$ cat src/rtl/exp_sum_block_pkg.sv
// exp_sum_block_pkg: shared softmax FSM encodings, default vector length, sum guard bits and counter width
package exp_sum_block_pkg;
    typedef enum logic [1:0] {COLLECT, SUM, STREAM, DONE} state_t;
    localparam int NUMBER_OF_DATA_DEFAULT = 10;
    localparam int SUM_GUARD_BITS = 4;
    localparam int CNT_W = 8;
endpackage

$ cat src/rtl/exp_sum_block_sum_buffer.sv
// sum_buffer: one-vector numerator store, one synchronous write port, one combinational read port
module sum_buffer #(
    parameter int data_size = 32,
    parameter int depth = 10,
    parameter int addr_size = 4
) (
    input  logic                 clock_i,
    input  logic                 write_en,
    input  logic [addr_size-1:0] write_addr,
    input  logic [data_size-1:0] write_data,
    input  logic [addr_size-1:0] read_addr,
    output logic [data_size-1:0] read_data
);
    logic [data_size-1:0] mem [depth];
    always_ff @(posedge clock_i) begin
        if (write_en) mem[write_addr] <= write_data;
    end
    assign read_data = mem[read_addr];
endmodule

$ cat src/rtl/exp_sum_block.sv
// exp_sum_block: collects one softmax vector of exp values, publishes its sum, then streams the numerators
module exp_sum_block
    import exp_sum_block_pkg::*;
#(
    parameter int data_size = 32,
    parameter int number_of_data = NUMBER_OF_DATA_DEFAULT
) (
    input  logic                                clock_i,
    input  logic                                reset_i,
    input  logic [data_size-1:0]                exp_data_i,
    input  logic                                exp_data_valid_i,
    input  logic                                div_ready_i,
    output logic [data_size+SUM_GUARD_BITS-1:0] sum_o,
    output logic                                sum_valid_o,
    output logic [data_size-1:0]                num_data_o,
    output logic                                num_data_valid_o,
    output logic                                sum_done_o,
    output logic                                overrun_o
);
    localparam int acc_size = data_size + SUM_GUARD_BITS;
    localparam int addr_size = $clog2(number_of_data);
    localparam logic [CNT_W-1:0] last_idx = CNT_W'(number_of_data - 1);
    state_t state, state_n;
    logic [CNT_W-1:0] wr_cnt, rd_idx;
    logic [acc_size-1:0] acc, acc_n, sum_q;
    logic [data_size-1:0] rd_data;
    logic overrun_q, accept_in, last_in, accept_out, last_out;
    sum_buffer #(
        .data_size(data_size),
        .depth(number_of_data),
        .addr_size(addr_size)
    ) u_buffer (
        .clock_i(clock_i),
        .write_en(accept_in),
        .write_addr(wr_cnt[addr_size-1:0]),
        .write_data(exp_data_i),
        .read_addr(rd_idx[addr_size-1:0]),
        .read_data(rd_data)
    );
    assign acc_n = acc + acc_size'(exp_data_i);
    always_ff @(posedge clock_i) begin
        if (reset_i) begin
            state     <= COLLECT;
            wr_cnt    <= '0;
            rd_idx    <= '0;
            acc       <= '0;
            sum_q     <= '0;
            overrun_q <= 1'b0;
        end else begin
            state <= state_n;
            if (accept_in) begin
                acc    <= acc_n;
                wr_cnt <= wr_cnt + 8'd1;
            end
            if (last_in) sum_q <= acc_n;
            if (state == SUM) rd_idx <= '0;
            if (accept_out) rd_idx <= rd_idx + 8'd1;
            if (state == DONE) begin
                acc    <= '0;
                wr_cnt <= '0;
            end
            if (exp_data_valid_i && state != COLLECT) overrun_q <= 1'b1;
        end
    end
    always_comb begin
        accept_in        = state == COLLECT && exp_data_valid_i;
        last_in          = accept_in && wr_cnt == last_idx;
        accept_out       = state == STREAM && div_ready_i;
        last_out         = accept_out && rd_idx == last_idx;
        state_n          = state == COLLECT ? (last_in ? SUM : COLLECT) :
                           state == SUM     ? STREAM :
                           state == STREAM  ? (last_out ? DONE : STREAM) : COLLECT;
        sum_o            = sum_q;
        sum_valid_o      = state == SUM;
        num_data_valid_o = state == STREAM;
        num_data_o       = state == STREAM ? rd_data : '0;
        sum_done_o       = state == DONE;
        overrun_o        = overrun_q;
    end
endmodule

$ cat config.mk
export PLATFORM = sky130hd
export DESIGN_NAME = exp_sum_block
export DESIGN_NICKNAME = d
export VERILOG_FILES = /design/src/rtl/exp_sum_block_pkg.sv /design/src/rtl/exp_sum_block_sum_buffer.sv /design/src/rtl/exp_sum_block.sv
export SDC_FILE = /design/constraint.sdc
export NUM_CORES = 1
export LEC_CHECK = 0
export CORE_MARGIN = 1
export CORE_UTILIZATION = 40
export CTS_CLUSTER_SIZE = 12
export DETAILED_ROUTE_END_ITERATION = 10
export PLACE_DENSITY = 0.69
export SETUP_SLACK_MARGIN = 0.15
export SLEW_MARGIN = 5
export SYNTH_ARGS = -nofsm -noshare
export SYNTH_HDL_FRONTEND = slang
export SYNTH_SLANG_ARGS = --single-unit
$ cat constraint.sdc
create_clock -name clock_i -period 7.4 [get_ports clock_i]
set_clock_uncertainty 0.2 [all_clocks]
set_input_delay 2.22 -clock clock_i [delete_from_list [all_inputs] [get_ports clock_i]]
set_output_delay 2.22 -clock clock_i [all_outputs]
set_load 0.02 [all_outputs]
==> flow_metrics.py <==
metrics = {
    "logic_synthesis": {
        "syn_std_cell_area_um2": 17700,
        "synthesis.area_per_instance_um2": 14.4,
        "synth_xor_area_share_pct": 1.59,
        "synth-edff-count": 320,
        "netlist_top_cells_count": "sky130_fd_sc_hd__edfxtp_1, sky130_fd_sc_hd__nand2_1, sky130_fd_sc_hd__dfxtp_1",
        "yosys.cell_count.top_type": "sky130_fd_sc_hd__edfxtp_1",
        "post_synthesis_net_count": 1307,
        "ys_async_sr_fraction_pct": 0,
        "synth_compound_gate_area_share_pct": 8.38,
        "ys_ff_latch": 415,
        "yosys.area.top_type": "sky130_fd_sc_hd__edfxtp_1",
        "post_synth_inst_count": 1228,
        "netlist.area_leader.share_pct": 54.4,
        "synthSimpleGateAreaFrac_pct": 7.91,
        "yosysSeqAreaShare_pct": 65.1,
        "synthAdderAreaFrac_pct": 3.09,
        "post_synth_num_cell_types": 64,
        "post_synth_main_area_contributors": "sky130_fd_sc_hd__edfxtp_1, sky130_fd_sc_hd__dfxtp_1, sky130_fd_sc_hd__mux4_2, sky130_fd_sc_hd__nand2_1, sky130_fd_sc_hd__ha_1",
        "post_synth_mux_area_share_pct": 12.1,
        "ys_dominant_reg_cell": "sky130_fd_sc_hd__edfxtp_1",
        "synth-warning-count": 0,
        "combinational_family_with_the_most_area_after_synthesis": "multiplexers",
    },
    "global_route": {
        "grt_busiest_layer": "met2",
        "number_of_global_route_vias_before_repair": 10300,
        "grt_antenna_before_repair": 0,
        "grtUsageTotal_pct": 17.6,
        "pin_count_of_the_biggest_net_entering_global_routing": 61,
        "grt_util_met2_pct": 29.1,
        "grtUsageMet1_pct": 23.7,
        "global_route.overflow_total": 0,
        "grt_first_pass_wirelength_um": 60200,
        "met3_usage_pct": 3.12,
    },
    "timing": {
        "slew_headroom_pct": 26.5,
        "achievable-frequency_mhz": 169,
        "final_min_period_over_clock_period_pct": 80.0,
        "final_hold_viol_count": 0,
        "final.setup.tns_ns": 0,
        "hold_slack_ns": 0.256,
        "rsz0062_at_grt": "false",
        "tmin_final_ns": 5.92,
        "final-max-slew-violation-count": 0,
        "setup_violations": 0,
        "worst_slew_pin_slew_ns": 1.10,
    },
    "flow_run": {
        "max_cap_viol_count": 0,
    },
    "finish": {
        "final_layout_size_suffix_gt1_share_pct": 14.1,
        "final_area_um2": 20700,
        "n_antenna_cell": 0,
        "synthToLayoutAreaGrowth_pct": 17.3,
        "nNetsFinal": 1413,
    },
    "clock_tree": {
        "cts_htree_levels": 2,
        "clk_path_buf_depth": 3,
        "post_cts.repair.setup_buffers": 0,
        "holdBufCountCts": 0,
        "ctsRootBufferMaster": "sky130_fd_sc_hd__clkbuf_16",
        "clkLatencyLatePin_ns": 0.55,
        "tritoncts": "built",
        "cts_resized": 0,
        "worst_setup_hold_path_clk_slew_ns": 0.06,
        "cts_made_buffers": 43,
        "clock_sinks": 415,
    },
    "floorplanning": {
        "chipHeight_um": 212,
        "die-width_um": 212,
        "boundaryPins": 108,
        "die_area_um2": 45000,
        "core_region_area_um2": 43400,
        "floorplan.initialDensity_pct": 40.7,
        "rows": 76,
    },
    "place": {
        "place_congestion": 0.881,
        "buffer_ports.inserted": 107,
        "dp.final_hpwl_um": 24600,
        "placement.cell_area_um2": 19400,
    },
    "setup_path": {
        "critical_path.n_buffers_inverters": 2,
        "required_ns": 4.98,
        "cp_top_delay_family": "buffers and inverters",
        "crit_chain": "buf_12 -> mux4_2 -> mux2_2 -> o211a_1 -> clkdlybuf4s50_1",
        "timing.critical_path.to_type": "output port",
        "crit_path_top_delay_cell": "sky130_fd_sc_hd__dfxtp_4",
        "critPathKind": "flop to output port",
        "worst_path_largest_cell_delay_ns": 0.87,
        "timing.critical_path.from_type": "flop",
        "path_max_fanout": 44,
        "cp_data_arrival_time_ns": 3.50,
    },
    "route": {
        "drtIter0Drc": 735,
        "detail-route-antenna-nets": 0,
        "drt_pass1_iterations": 7,
        "drcViolationCount": 0,
        "avgViaCountPerCell": 5.36,
        "postRouteWirelength_um": 39400,
        "drt-wirelength-per-cell_um": 20.2,
        "dr_total_vias": 10500,
    },
    "outcome": {
        "run_status": "complete, no violations",
    },
    "pwr": {
        "p_leak_nw": 7.13,
        "power.ir.vdd_worst_uv": 162,
        "pwr_density_cell_nw_per_um2": 245,
    },
    "min_path": {
        "min_path_type": "flop to flop",
    },
}
[metrics by stage]
stage	instances	utilization, %	total power [mW]	setup WS [ns]
detailed placement	1874	44.7	3.08	1.53
global route	1953	47.8	5.26	1.30
finish	1953	47.8	5.08	1.48
CTS	1953	47.8	5.12	1.38
floorplan	1228	-	2.94	2.50
global placement	1874	44.7	3.07	1.59
[cell families (layout without fill, tap and decap cells)]
group / after synthesis / in the layout
adder cells (fa/ha/maj): 43 / 43
flip-flops: 415 / 415
AO/OA/AOI/OAI: 213 / 213
multiplexers: 130 / 130
buffers and inverters: 81 / 221
AND/OR/NAND/NOR: 314 / 314
XOR/XNOR: 32 / 32
[metal layers]
layer	part of all wire (%)	routed length, um	vias up
met2	47	18700	307
met4	2.3	899	0
met1	44	17300	5177
li1	-	-	4927
met5	0	0	-
met3	6.4	2500	58
[state kept, by name (all words and copies together), names as in the netlist, named ones only]
register	count
u_buffer.mem	320
acc	36
sum_o	36
rd_idx	8
wr_cnt	8
state	2
overrun_o	1
[path summary, 6_finish.rpt]
check / start / depth (start not counted) / slack [ns] / end
worst max register to register: acc[0] / 10 / 4.19 / sum_o[30]
worst min-delay path: sum_o[3] / 2 / 0.26 / sum_o[3]
worst min register to register: sum_o[3] / 2 / 0.26 / sum_o[3]
worst max-delay path: flop / 5 / 1.48 / num_data_o[20]
[report_power, final]
part	internal, mW	leakage [nW]	switching (mW)
Sequential	2.57	3.67	0.0222
Clock	1.19	0.650	0.857
Combinational	0.169	2.80	0.278
Total	3.93	7.13	1.16
[area by class of cell]
type	count	area, um2
Fill cell	3779	22600
Tap cell	585	732
Sequential cell	415	11500
Multi-Input combinational cell	732	5860
Timing Repair Buffer	128	1240
Inverter	14	52.6
Clock buffer	69	1240
Clock inverter	10	87.6
[worst reg2reg max path, delay by kind of cell (launching register included)]
family | cells | cell delay (ns)
AO/OA/AOI/OAI | 7 | 1.91
flip-flops | 1 | 0.31
adder cells (fa/ha/maj) | 2 | 0.61
AND/OR/NAND/NOR | 1 | 0.09
[layout by cell type, fill, tap and decap left out, drive strengths merged, types with 11 or more instances in the layout]
master         count
clkdlybuf4s50    106
nor2              57
edfxtp           320
xor2              12
inv               15
xnor2             20
ha                42
buf               22
nor3              11
mux2              34
mux2i             32
nand2            167
a21oi             86
o211a             32
nand3             23
dfxtp             95
clkbuf            69
a21o              12
mux4              64
o21ai             23
No activity file was read; power rests on OpenSTA's default activity.
